### src/rtl/mem_arbiter_pkg.sv
// Shared types for the fetch/data memory arbiter: FSM states, requester IDs, word width.
package mem_arbiter_pkg;

    localparam int WORD_W = 16;

    typedef logic [WORD_W-1:0] word_t;

    typedef enum logic {
        IDLE = 1'b0,
        WAIT = 1'b1
    } state_t;

    typedef enum logic {
        FETCH = 1'b0,
        DATA  = 1'b1
    } req_id_t;

endpackage

### src/rtl/mem_arbiter_if.sv
// Bundle of the fetch port, data port and single-port memory side of mem_arbiter.
interface mem_arbiter_if;
    import mem_arbiter_pkg::*;

    logic  if_req;
    word_t if_addr;
    logic  if_gnt;
    logic  if_rvalid;
    word_t if_rdata;

    logic  d_req;
    logic  d_we;
    word_t d_addr;
    word_t d_wdata;
    logic  d_gnt;
    logic  d_rvalid;
    word_t d_rdata;

    logic  m_en;
    logic  m_we;
    word_t m_addr;
    word_t m_wdata;
    word_t m_rdata;

    // Requesters plus the memory model sit on the master side
    modport master (
        output if_req, if_addr, d_req, d_we, d_addr, d_wdata, m_rdata,
        input  if_gnt, if_rvalid, if_rdata, d_gnt, d_rvalid, d_rdata,
               m_en, m_we, m_addr, m_wdata
    );

    modport slave (
        input  if_req, if_addr, d_req, d_we, d_addr, d_wdata, m_rdata,
        output if_gnt, if_rvalid, if_rdata, d_gnt, d_rvalid, d_rdata,
               m_en, m_we, m_addr, m_wdata
    );

endinterface

### src/rtl/mem_arbiter_arb_counter.sv
// Small counter used for latency countdown and fetch-starvation tracking.
module arb_counter #(
    parameter int W   = 4,
    parameter int MAX = 15
) (
    input  logic         clk,
    input  logic         rst_n,
    input  logic         clr,
    input  logic         load,
    input  logic [W-1:0] load_val,
    input  logic         dec,
    input  logic         inc,
    output logic [W-1:0] count
);

    localparam logic [W-1:0] MAX_V = W'(MAX);

    logic [W-1:0] count_reg;
    logic [W-1:0] count_next;

    // Priority: clear, load, decrement (floor at 0), saturating increment
    always_comb begin
        count_next = count_reg;
        if (clr) begin
            count_next = '0;
        end else if (load) begin
            count_next = load_val;
        end else if (dec) begin
            if (count_reg != '0) count_next = count_reg - 1'b1;
        end else if (inc) begin
            if (count_reg < MAX_V) count_next = count_reg + 1'b1;
        end
    end

    always_ff @(posedge clk or negedge rst_n) begin
        if (!rst_n) count_reg <= '0;
        else        count_reg <= count_next;
    end

    assign count = count_reg;

endmodule

### src/rtl/mem_arbiter.sv
// Two-requester (fetch/data) arbiter for a single-port memory, one access in flight.
// Define MEM_ARB_RR_EN for two-way round-robin instead of data priority with starvation guard.
module mem_arbiter
    import mem_arbiter_pkg::*;
#(
    parameter int LAT        = 1,
    parameter int STARVE_MAX = 4
) (
    input  logic          clk,
    input  logic          rst_n,
    mem_arbiter_if.slave  bus
);

    state_t  state_reg, state_next;
    req_id_t owner_reg;
    logic    we_reg;
    logic    if_rvalid_reg, d_rvalid_reg;
    word_t   if_rdata_reg, d_rdata_reg;

    logic       grant_fetch, grant_data;
    logic       lat_load, lat_dec, done;
    logic [1:0] lat_count;
    logic       data_wins;

    arb_counter #(.W(2), .MAX(3)) u_lat_cnt (
        .clk      (clk),
        .rst_n    (rst_n),
        .clr      (1'b0),
        .load     (lat_load),
        .load_val (2'(LAT - 1)),
        .dec      (lat_dec),
        .inc      (1'b0),
        .count    (lat_count)
    );

`ifdef MEM_ARB_RR_EN
    req_id_t ptr_reg;

    assign data_wins = bus.d_req && !(bus.if_req && ptr_reg == FETCH);

    // The requester that just won yields priority on the next conflict
    always_ff @(posedge clk or negedge rst_n) begin
        if (!rst_n)           ptr_reg <= FETCH;
        else if (grant_fetch) ptr_reg <= DATA;
        else if (grant_data)  ptr_reg <= FETCH;
    end
`else
    logic [3:0] starve_count;
    logic       starve_clr, starve_inc;

    assign starve_clr = grant_fetch || (state_reg == IDLE && !bus.if_req);
    assign starve_inc = grant_data && bus.if_req;
    assign data_wins  = bus.d_req && !(bus.if_req && starve_count == 4'(STARVE_MAX));

    arb_counter #(.W(4), .MAX(STARVE_MAX)) u_starve_cnt (
        .clk      (clk),
        .rst_n    (rst_n),
        .clr      (starve_clr),
        .load     (1'b0),
        .load_val (4'd0),
        .dec      (1'b0),
        .inc      (starve_inc),
        .count    (starve_count)
    );
`endif

    always_comb begin
        state_next  = state_reg;
        grant_fetch = 1'b0;
        grant_data  = 1'b0;
        lat_load    = 1'b0;
        lat_dec     = 1'b0;
        done        = 1'b0;
        case (state_reg)
            IDLE: begin
                if (bus.if_req || bus.d_req) begin
                    grant_data  = data_wins;
                    grant_fetch = !data_wins;
                    lat_load    = 1'b1;
                    state_next  = WAIT;
                end
            end
            WAIT: begin
                // Counter hits zero in the cycle the memory presents read data
                if (lat_count == 2'd0) begin
                    done       = 1'b1;
                    state_next = IDLE;
                end else begin
                    lat_dec = 1'b1;
                end
            end
            default: state_next = IDLE;
        endcase
    end

    always_ff @(posedge clk or negedge rst_n) begin
        if (!rst_n) begin
            state_reg     <= IDLE;
            owner_reg     <= FETCH;
            we_reg        <= 1'b0;
            if_rvalid_reg <= 1'b0;
            d_rvalid_reg  <= 1'b0;
            if_rdata_reg  <= '0;
            d_rdata_reg   <= '0;
        end else begin
            state_reg     <= state_next;
            if_rvalid_reg <= done && owner_reg == FETCH;
            d_rvalid_reg  <= done && owner_reg == DATA;
            if (grant_fetch || grant_data) begin
                owner_reg <= grant_data ? DATA : FETCH;
                we_reg    <= grant_data && bus.d_we;
            end
            if (done) begin
                if (owner_reg == FETCH) if_rdata_reg <= bus.m_rdata;
                else                    d_rdata_reg  <= we_reg ? '0 : bus.m_rdata;
            end
        end
    end

    assign bus.if_gnt    = grant_fetch;
    assign bus.d_gnt     = grant_data;
    assign bus.m_en      = grant_fetch || grant_data;
    assign bus.m_we      = grant_data && bus.d_we;
    assign bus.m_addr    = grant_data ? bus.d_addr : (grant_fetch ? bus.if_addr : '0);
    assign bus.m_wdata   = grant_data ? bus.d_wdata : '0;
    assign bus.if_rvalid = if_rvalid_reg;
    assign bus.d_rvalid  = d_rvalid_reg;
    assign bus.if_rdata  = if_rdata_reg;
    assign bus.d_rdata   = d_rdata_reg;

endmodule

### src/flat_wrapper.sv
// flat-port wrapper written by rule: the top's interface ports become plain ports
module mem_arbiter_flat import mem_arbiter_pkg::*;
#(
    parameter int LAT        = 1,
    parameter int STARVE_MAX = 4
)
  (clk, rst_n, bus_if_req, bus_if_addr, bus_d_req, bus_d_we, bus_d_addr, bus_d_wdata, bus_m_rdata, bus_if_gnt, bus_if_rvalid, bus_if_rdata, bus_d_gnt, bus_d_rvalid, bus_d_rdata, bus_m_en, bus_m_we, bus_m_addr, bus_m_wdata);
  mem_arbiter_if bus_i ();
  input  logic clk;
  input  logic rst_n;
  input wire logic [$bits(bus_i.if_req)-1:0] bus_if_req;
  input wire logic [$bits(bus_i.if_addr)-1:0] bus_if_addr;
  input wire logic [$bits(bus_i.d_req)-1:0] bus_d_req;
  input wire logic [$bits(bus_i.d_we)-1:0] bus_d_we;
  input wire logic [$bits(bus_i.d_addr)-1:0] bus_d_addr;
  input wire logic [$bits(bus_i.d_wdata)-1:0] bus_d_wdata;
  input wire logic [$bits(bus_i.m_rdata)-1:0] bus_m_rdata;
  output wire logic [$bits(bus_i.if_gnt)-1:0] bus_if_gnt;
  output wire logic [$bits(bus_i.if_rvalid)-1:0] bus_if_rvalid;
  output wire logic [$bits(bus_i.if_rdata)-1:0] bus_if_rdata;
  output wire logic [$bits(bus_i.d_gnt)-1:0] bus_d_gnt;
  output wire logic [$bits(bus_i.d_rvalid)-1:0] bus_d_rvalid;
  output wire logic [$bits(bus_i.d_rdata)-1:0] bus_d_rdata;
  output wire logic [$bits(bus_i.m_en)-1:0] bus_m_en;
  output wire logic [$bits(bus_i.m_we)-1:0] bus_m_we;
  output wire logic [$bits(bus_i.m_addr)-1:0] bus_m_addr;
  output wire logic [$bits(bus_i.m_wdata)-1:0] bus_m_wdata;
  assign bus_i.if_req = bus_if_req;
  assign bus_i.if_addr = bus_if_addr;
  assign bus_i.d_req = bus_d_req;
  assign bus_i.d_we = bus_d_we;
  assign bus_i.d_addr = bus_d_addr;
  assign bus_i.d_wdata = bus_d_wdata;
  assign bus_i.m_rdata = bus_m_rdata;
  assign bus_if_gnt = bus_i.if_gnt;
  assign bus_if_rvalid = bus_i.if_rvalid;
  assign bus_if_rdata = bus_i.if_rdata;
  assign bus_d_gnt = bus_i.d_gnt;
  assign bus_d_rvalid = bus_i.d_rvalid;
  assign bus_d_rdata = bus_i.d_rdata;
  assign bus_m_en = bus_i.m_en;
  assign bus_m_we = bus_i.m_we;
  assign bus_m_addr = bus_i.m_addr;
  assign bus_m_wdata = bus_i.m_wdata;
  mem_arbiter #(.LAT(LAT), .STARVE_MAX(STARVE_MAX)) u_core (.clk(clk), .rst_n(rst_n), .bus(bus_i));
endmodule
### config.mk
export PLATFORM = sky130hd
export DESIGN_NAME = mem_arbiter_flat
export DESIGN_NICKNAME = d
export VERILOG_FILES = /design/src/rtl/mem_arbiter_pkg.sv /design/src/rtl/mem_arbiter_if.sv /design/src/rtl/mem_arbiter_arb_counter.sv /design/src/rtl/mem_arbiter.sv /design/src/flat_wrapper.sv
export SDC_FILE = /design/constraint.sdc
export NUM_CORES = 1
export LEC_CHECK = 0
export BUFFER_PORTS_ARGS = -buffer_cell sky130_fd_sc_hd__buf_2
export CAP_MARGIN = 10
export CORE_UTILIZATION = 45
export DETAILED_ROUTE_END_ITERATION = 8
export PLACE_DENSITY = 0.85
export SLEW_MARGIN = 20
export SYNTH_ARGS = -nofsm -noshare
export SYNTH_HDL_FRONTEND = slang
export SYNTH_SLANG_ARGS = --single-unit
### constraint.sdc
create_clock -name clk -period 2.7 [get_ports clk]
set_input_delay 0.27 -clock clk [delete_from_list [all_inputs] [get_ports clk]]
set_output_delay 0.27 -clock clk [all_outputs]
set_load 0.03 [all_outputs]
==> run metrics, run 1 <==
Worst Path Required=2.43 ns; final hold vios=0; HPWL Detailed=4220 um; compound-cell area share of the yosys netlist=15.09%; Netlist cell types=28; Synth Net Count=259; Period minus WS final=2.470 ns; Worst path max stage delay=0.63 ns; met2 Use GR=39.74%; setup TNS after final layout=0 ns; GRT overflow=0; port bufs=138; Final Hold Slack=0.1074 ns; grt peak-use layer=met2; Post-synth EDFFs=0; routed len/inst=14.22 um; Die X=70 um; Cell Count, Final, Fillers Out=375; worst setup margin=0.2299 ns; CTS sink cnt=43; Final Max Tran Viols=0; largest family of logic cells by synthesized area=simple AND/OR/NAND/NOR gates; total track usage=22.30%; CP Launch Point=u_core.u_starve_cnt.count[0]$_DFFE_PN0P_; Yosys reg bits=43; Worst setup EP type=output port; min-delay worst type=input port to async pin; Die Ht=70 um; CP Max Fanout=17; most frequent cell after synthesis=dfrtp_1; TritonRoute pass-1 iters=4; status=complete, no violations; synthesized area per cell=11.13 um2; via/cell ratio=4.949; upper clock frequency limit=0.4048 GHz; commonest cells in the netlist=dfrtp_1 (43), o21ai_0 (18), and2_1 (17), nand2_1 (17), nand2b_1 (17); CTS buffer count=5; Yosys top cell area share=51.71%; Syn Inst Count=187; ratio of cells with drive above 1 in the final layout=56.04%; boundary pin count=139; Die Area=4900 um2; met3 usage=6.349%; DRC viols=0; RSZ-0062 raised after global routing=false; Placed Area=2773 um2; critical-path cell list=inv_1 -> ha_1 -> nand3b_4 -> a211oi_4 -> a22o_2 -> buf_2; worst-margin pin slew=0.9151 ns; critical path startpoint category=flop; leading area contributor after synthesis=dfrtp_1; WP data arrival=2.20 ns; xor-xnor portion of the synthesized cell area=0.4209%; max cap viols=0; Routed WL=5331 um; Nets=394; FF-to-FF Start=u_core.u_starve_cnt.count[0]$_DFFE_PN0P_; critical path's slowest cell=a211oi_4; first-pass GRT wire length=8286 um; post-synthesis cell area=2081 um2; Setup Skew=0.006376 ns; vias in the first global route=1749; endpoints failing setup=0; largest net degree at the start of global routing=44; total vias in the final route=1856; # H-tree levels=2; CTS clk-pin slew, worst paths=0.08 ns; fraction of the mapped netlist area in adder cells=1.804%; CTS max path bufs=2; Final ANT Viol Nets=0; Slew HR=38.99%; multiplexer area fraction after synthesis=9.140%; Warnings, synthesis=0; CTS tree=done; asr flop ratio synth=100.0%; Synth Area in Simple Gates=16.78%; Clock Latency Late Sink=0.29 ns; Main synth FF type=dfrtp_1; Area Growth Syn to Fin=39.63%; Design Area, Final=2905 um2; placed cells=367; Initial DRC Count=71; Initial Util=47.14%; Core Area=4414 um2; crit path kind=flop to output port; initial antenna violation count=0; sequential-to-total area share from yosys stat=51.71%; RePlAce Congestion=0.8425; Ant. Diodes=0; final worst-path cycle share=91.49%; row count=24; Clock Tree Root=clkbuf_8; Worst VDD drop=0.4049 mV; pre-CTS WS=0.4369 ns; met1 usage=23.14%; Cell Pwr Density=902.9 nW/um2; P_leak=1.621 nW; synth top area cells=dfrtp_1 (52%), mux2_2 (8.7%), a22o_2 (7.2%)
==> power by group <==
| part | internal [mW] | switching (mW) | leakage, nW | total [mW] |
|---|---|---|---|---|
| clock | 0.369 | 0.209 | 0.0654 | 0.578 |
| sequential | 0.836 | 0.111 | 0.534 | 0.947 |
| combinational | 0.372 | 0.726 | 1.02 | 1.10 |
==> worst paths after layout <==
| path | to | slack (ns) | depth (start not counted) |
|---|---|---|---|
| setup / recovery | bus_m_addr[2] | 0.23 | 6 |
| hold reg to reg | u_core.bus.d_rdata[6]$_DFFE_PN0P_ | 0.48 | 2 |
| setup reg to reg | u_core.we_reg$_DFFE_PN0P_ | 1.05 | 5 |
| max in group asynchronous | u_core.u_starve_cnt.count[0]$_DFFE_PN0P_ | 2.02 | 1 |
| hold / removal | u_core.bus.if_rvalid$_DFF_PN0_ | 0.11 | 1 |
| min in group clk | u_core.bus.if_rdata[9]$_DFFE_PN0P_ | 0.22 | 2 |
==> cell type report <==
type                    instances  area [um2]
fillers                       388        1509
multi-input cells             124       899.6
flip-flops and latches         43        1076
clock inverters                 2       60.06
clock buffers                   6       72.57
repair buffers                139       698.2
inverters                       9       33.78
well taps                      52       65.06
==> metrics by stage <==
stage / power [mW] / util [%]
final: 2.623 / 65.82
after global routing: 2.759 / 65.82
after CTS: 2.654 / 65.82
after detailed placement: 2.072 / 62.81
after global placement: 2.031 / 62.81
after floorplan: 1.717 / -
==> cells in the final DEF, fill, tap and decap left out, drive strengths merged <==
cell / count
nor2: 4
buf: 139
and2: 17
clkbuf: 6
nor3: 1
a22o: 17
nand2b: 17
bufinv: 2
o211a: 1
mux2i: 1
nand3b: 2
a21oi: 1
a31oi: 1
xnor2: 1
dfrtp: 43
ha: 3
nor2b: 1
inv: 9
o21ai: 18
a211oi: 1
mux2: 16
nand2: 17
nand3: 3
a21o: 1
o21bai: 1
==> routing by layer <==
metal | part of all wire, % | up-vias
li1 | - | 903
met1 | 38 | 839
met2 | 51 | 99
met3 | 7.3 | 15
met4 | 4.5 | 0
met5 | 0 | -
==> worst max-delay path: cells and delay by family (launching register included) <==
family	cells	cell delay [ns]
DFF	1	0.41
adders and majority gates	1	0.20
AOI/OAI and AO/OA	2	0.91
and+or+nand+nor	1	0.12
buffers and inverters	2	0.28
==> logic make-up after synthesis <==
group | after synthesis
AOI/OAI and AO/OA | 41
xor gates and xnor gates | 1
adders and majority gates | 3
buffers and inverters | 20
DFF | 43
muxes | 17
and+or+nand+nor | 62
==> what timing repair did <==
item                                    in CTS  in global routing
hold buffers                                 0                  0
setup buffers                                0                  0
endpoints found under the hold margin        0                  0
endpoints found under the setup margin       0                 23
gates resized for setup                      0                  1
Note: power is estimated with default switching activity, not from simulation.
==> inputs of run 2 (changes only) <==
--- a/config.mk
+++ b/config.mk
@@ -7,9 +7,9 @@
 export LEC_CHECK = 0
 export BUFFER_PORTS_ARGS = -buffer_cell sky130_fd_sc_hd__buf_2
 export CAP_MARGIN = 10
-export CORE_UTILIZATION = 45
+export CORE_UTILIZATION = 42
 export DETAILED_ROUTE_END_ITERATION = 8
-export PLACE_DENSITY = 0.85
+export PLACE_DENSITY = 0.8
 export SLEW_MARGIN = 20
 export SYNTH_ARGS = -nofsm -noshare
 export SYNTH_HDL_FRONTEND = slang
==> constraint.sdc (replaced) <==
create_clock -name clk -period 2.6 [get_ports clk]
set_input_delay 0.26 -clock clk [delete_from_list [all_inputs] [get_ports clk]]
set_output_delay 0.26 -clock clk [all_outputs]
set_load 0.03 [all_outputs]
==> run metrics, run 2 (synthesis results as in run 1) <==
Worst VDD drop=0.5350 mV (+32%); Die Area=5240 um2 (+6.9%); Area Growth Syn to Fin=38.24%; Seq pwr share=39.0% (+2.9 points); Routed WL=4965 um (-6.9%); Int Pwr=1.441 mW (-8.7%); CTS clk-pin slew, worst paths=0.08 ns (about the same); status=complete, no violations; setup TNS after final layout=0 ns (unchanged); pre-CTS WS=0.3791 ns (-0.05772 ns); port bufs=138 (unchanged); RePlAce Congestion=0.7431 (-12%); placed cells=382 (+4.1%); Slew HR=37.27% (-1.7 points); Clk pwr share=16.3% (-5.8 points); CTS max path bufs=2 (unchanged); area taken by multi-input logic gates=899.6 um2 (unchanged); upper clock frequency limit=0.4042 GHz; depth of the worst register-to-register path=5 (unchanged); boundary pin count=139 (unchanged); CTS tree=done; Buf/Inv on CP=2 (unchanged); TritonRoute pass-1 iters=4 (unchanged); P_leak=1.596 nW (-1.5%); Worst setup EP type=output port; Cell Pwr Density=878.1 nW/um2 (-2.7%); CTS buffer count=5 (unchanged); HPWL Detailed=3790 um (-10%); max cap viols=0 (unchanged); FF-to-FF Start=u_core.u_starve_cnt.count[0]$_DFFE_PN0P_; via/cell ratio=4.674 (-5.6%); Placed Area=2791 um2 (+0.68%); Filler cells=462 (+19%); sw frac=42.95% (+3.1 points); Post-CTS Hold Fix Bufs=0 (unchanged); Design Area, Final=2877 um2 (-0.99%); Period minus WS final=2.474 ns; first-pass GRT wire length=7762 um (-6.3%); DRC viols=0 (unchanged); Core Area=4755 um2 (+7.7%); Die Ht=72.39 um (+3.4%); critical path's slowest cell=a211oi_4; WP depth=6 (unchanged); vias in the first global route=1735 (-0.80%); critical-path cell list=inv_1 -> ha_1 -> nand3b_4 -> a211oi_4 -> a22o_1 -> buf_2; initial antenna violation count=0 (unchanged); total track usage=19.20% (-3.1 points); critical path startpoint category=flop; Clock Latency Late Sink=0.29 ns (about the same); min-delay worst type=input port to async pin; Die X=72.39 um (+3.4%); Setup Fix Bufs, Post-CTS=0 (unchanged); Setup Skew=0.006269 ns (-0.0001064 ns); Worst Path Required=2.34 ns (-0.09 ns); row count=25 (+4.2%); Reg2Reg Capture Point=u_core.we_reg$_DFFE_PN0P_; Nets=394 (unchanged); Psw=1.085 mW (+3.8%); Initial DRC Count=36 (-49%); endpoints failing setup=0 (unchanged); RSZ-0062 raised after global routing=false; Final Max Tran Viols=0 (unchanged); worst-margin pin slew=0.9409 ns (+0.02583 ns); Worst path max stage delay=0.65 ns (+0.02 ns); crit path kind=flop to output port; commonest non-fill, non-tap cells in the layout=buf_2 (138), dfrtp_1 (43), o21ai_0 (18); Final Hold Slack=0.1086 ns (+0.001212 ns); Initial Util=43.76% (-3.4 points); r2r setup slk=0.97 ns (-0.08 ns); Power Total=2.526 mW (-3.7%); worst setup margin=0.1258 ns (-0.1041 ns); GRT overflow=0 (unchanged); CP delay by family, top=compound AO/OA/AOI/OAI gates; final worst-path cycle share=95.16%; CP Max Fanout=17 (unchanged); total vias in the final route=1823 (-1.8%); routed len/inst=12.73 um (-10%); register area=1076 um2 (unchanged); ratio of cells with drive above 1 in the final layout=56.04% (unchanged); Clock Tree Root=clkbuf_8; CTS sink cnt=43 (unchanged); Cell Count, Final, Fillers Out=390 (+4.0%); WP data arrival=2.21 ns (about the same); Ant. Diodes=0 (unchanged); commonest non-fill, non-tap cell in the layout=buf_2; largest net degree at the start of global routing=44 (unchanged); Final ANT Viol Nets=0 (unchanged); # H-tree levels=2 (unchanged); Gate power share=44.7% (+2.9 points); final core utilization=60.50% (-5.3 points); final hold vios=0 (unchanged)
[run 2: changes by cell type in the layout (fill, tap and decap cells not counted)]
cell	before	now
bufinv_16	2	0
clkinv_2	0	1
clkinvlp_4	0	1
[run 2: cell type report]
class | count | area share [%]
timing repair buffer | 139 | 24.27
clock buffer | 6 | 2.523
multi-input combinational | 124 | 31.27
inverter | 9 | 1.174
sequential | 43 | 37.41
clock inverter | 2 | 0.4350
tap | 67 | 2.914
[run 2: layer usage]
| metal | part of all wire (%) | track usage [%] | wire, um | vias to the layer above |
|---|---|---|---|---|
| li1 | - | - | - | 904 |
| met1 | 43 | 24.06 | 2121 | 873 |
| met2 | 52 | 32.71 | 2586 | 40 |
| met3 | 4.0 | 4.167 | 199 | 6 |
| met4 | 1.1 | 6.754 | 57 | 0 |
| met5 | 0 | 0 | 0 | - |
[run 2: how the worst max path moves through the flow]
stage / startpoint / endpoint / slack (ns)
detailed placement: u_core.u_starve_cnt.count[0]$_DFFE_PN0P_ / bus_m_addr[14] / 0.38
CTS: u_core.u_starve_cnt.count[0]$_DFFE_PN0P_ / bus_m_addr[14] / 0.04
global placement: u_core.u_starve_cnt.count[0]$_DFFE_PN0P_ / bus_m_addr[14] / 0.43
global route: u_core.u_starve_cnt.count[0]$_DFFE_PN0P_ / bus_m_addr[14] / 0.01
finish: u_core.u_starve_cnt.count[0]$_DFFE_PN0P_ / bus_m_addr[14] / 0.13
floorplan: u_core.u_starve_cnt.count[0]$_DFFE_PN0P_ / bus_m_addr[14] / 0.72
[run 2: timing repair]
item,CTS,global route
hold endpoints to repair,0,0
gates resized for setup,0,1
endpoints found under the setup margin,0,33
[run 2: power groups by stage]
stage / registers, mW / clock network (mW) / logic, mW
2_1_floorplan: 1.34 / 0 / 0.442
3_3_place_gp: 0.988 / 0 / 1.12
3_5_place_dp: 1.00 / 0 / 1.14
4_1_cts: 0.988 / 0.427 / 1.14
5_1_grt: 1.01 / 0.448 / 1.22
6_report: 0.985 / 0.412 / 1.13
==> inputs of run 3 (changes only) <==
==> constraint.sdc (replaced) <==
create_clock -name clk -period 2.4 [get_ports clk]
set_input_delay 0.24 -clock clk [delete_from_list [all_inputs] [get_ports clk]]
set_output_delay 0.24 -clock clk [all_outputs]
set_load 0.03 [all_outputs]
==> run metrics, run 3 (synthesis results as in run 1) <==
TritonRoute pass-1 iters=4 (unchanged); commonest non-fill, non-tap cell in the layout=buf_2; Setup Skew=0.009608 ns (+0.003338 ns); largest net degree at the start of global routing=44 (unchanged); CTS max path bufs=2 (unchanged); Worst Path Required=2.16 ns (-0.18 ns); boundary pin count=139 (unchanged); Power Total=2.740 mW (+8.5%); min-delay worst type=input port to async pin; Final ANT Viol Nets=0 (unchanged); Post-CTS Hold Fix Bufs=0 (unchanged); Area Growth Syn to Fin=39.51%; Worst VDD drop=0.6187 mV (+16%); Routed WL=5033 um (+1.4%); Die Ht=72.39 um (unchanged); Slew HR=37.76% (+0.49 points); M1 WL=2150 um (+1.4%); Worst path max stage delay=0.41 ns (-0.24 ns); ratio of cells with drive above 1 in the final layout=56.13% (+0.098 points); Clock Latency Late Sink=0.29 ns (about the same); Met2 Wirelength=2671 um (+3.3%); first-pass GRT wire length=7527 um (-3.0%); Die X=72.39 um (unchanged); crit path kind=flop to output port; commonest non-fill, non-tap cells in the layout=buf_2 (138), dfrtp_1 (43), o21ai_0 (18); final hold vios=0 (unchanged); Cell Count, Final, Fillers Out=393 (+0.77%); DRC viols=0 (unchanged); CTS sink cnt=43 (unchanged); RSZ-0062 raised after global routing=false; critical-path cell list=inv_1 -> ha_1 -> nand3b_4 -> a211oi_4 -> buf_4 -> a22o_1 -> buf_2; P_leak=1.614 nW (+1.1%); CP Max Fanout=17 (unchanged); Ant. Diodes=0 (unchanged); Worst setup EP type=output port; Filler cells=443 (-4.1%); total vias in the final route=1806 (-0.93%); GRT overflow=0 (unchanged); Design Area, Final=2903 um2 (+0.91%); upper clock frequency limit=0.4577 GHz; port bufs=138 (unchanged); # H-tree levels=2 (unchanged); HPWL Detailed=3796 um (+0.15%); initial antenna violation count=0 (unchanged); Die Area=5240 um2 (unchanged); CTS buffer count=5 (unchanged); critical path's slowest cell=dfrtp_1; placed cells=385 (+0.79%); CP delay by family, top=buffers and inverters; endpoints failing setup=0 (unchanged); Initial Util=43.76% (unchanged); Cell Pwr Density=943.9 nW/um2 (+7.5%); Placed Area=2814 um2 (+0.81%); worst-margin pin slew=0.9335 ns (-0.007401 ns); WP data arrival=1.94 ns (-0.27 ns); total track usage=18.55% (-0.64 points); Core Area=4755 um2 (unchanged); max cap viols=0 (unchanged); via/cell ratio=4.595 (-1.7%); Initial DRC Count=70 (+94%); top layer in use=met4; critical path startpoint category=flop; Final Max Tran Viols=0 (unchanged); met3 WL post-DR=171 um (-14%); vias in the first global route=1743 (+0.46%); Buf/Inv on CP=3 (+1); routed len/inst=12.81 um (+0.60%); Period minus WS final=2.185 ns; CTS clk-pin slew, worst paths=0.08 ns (about the same); RePlAce Congestion=0.7491 (+0.81%); Nets=397 (+0.76%); row count=25 (unchanged); final core utilization=61.05% (+0.55 points); final worst-path cycle share=91.04%; status=complete, no violations; setup TNS after final layout=0 ns (unchanged); Clock Tree Root=clkbuf_8; CTS tree=done
==> run 3: routing by layer <==
layer,vias to the layer above,global-route usage [%]
li1,908,-
met1,854,22.20
met2,42,32.61
met3,2,3.056
met4,0,8.497
met5,-,0
==> run 3: path summary, 6_finish.rpt <==
kind	slack (ns)	from	cells past startpoint	end
max reg2reg	0.83	u_core.u_lat_cnt.count[0]$_DFFE_PN0P_	4	u_core.bus.if_rdata[2]$_DFFE_PN0P_
max	0.22	u_core.u_starve_cnt.count[0]$_DFFE_PN0P_	7	bus_m_addr[14]
max in group asynchronous	1.72	rst_n	1	u_core.state_reg$_DFF_PN0_
min in group clk	0.19	bus_d_we	2	u_core.we_reg$_DFFE_PN0P_
min	0.09	rst_n	1	u_core.bus.if_rvalid$_DFF_PN0_
min reg2reg	0.48	u_core.bus.d_rdata[4]$_DFFE_PN0P_	2	u_core.bus.d_rdata[4]$_DFFE_PN0P_
==> run 3: per-stage QoR <==
| step | setup WS, ns | hold slack, ns |
|---|---|---|
| 2_1_floorplan | 0.5378 | -0.05559 |
| 3_3_place_gp | 0.2369 | 0.4302 |
| 3_5_place_dp | 0.2251 | 0.4397 |
| 4_1_cts | 0.06386 | 0.1238 |
| 5_1_grt | 0.1011 | 0.1714 |
| 6_report | 0.2151 | 0.08836 |
==> run 3: worst register-to-register path: cells and delay by family, from the launching register on <==
family / cells / cell delay (ns)
muxes: 1 / 0.43
DFF: 1 / 0.39
and+or+nand+nor: 1 / 0.39
adders and majority gates: 1 / 0.19
buffers and inverters: 1 / 0.06
==> run 3: final cells by class <==
class | count | area, um2 | area share (%)
Clock buffer | 7 | 76.32 | 2.629
Clock inverter | 1 | 5.005 | 0.1724
Inverter | 9 | 33.78 | 1.164
Multi-Input combinational cell | 124 | 907.1 | 31.25
Sequential cell | 43 | 1076 | 37.07
Tap cell | 67 | 83.83 | 2.888
Timing Repair Buffer | 142 | 720.7 | 24.83
==> run 3: power by group <==
group | internal, mW | leakage (nW) | switching (mW)
logic | 0.424 | 1.04 | 0.819
registers | 0.941 | 0.534 | 0.123
clock network | 0.204 | 0.0422 | 0.228
total | 1.57 | 1.61 | 1.17
==> run 3: what timing repair did <==
item / CTS / global route
gates resized for setup: 1 / 1
setup endpoints to repair: 33 / 33
hold endpoints to repair: 0 / 0
setup buffers: 0 / 0
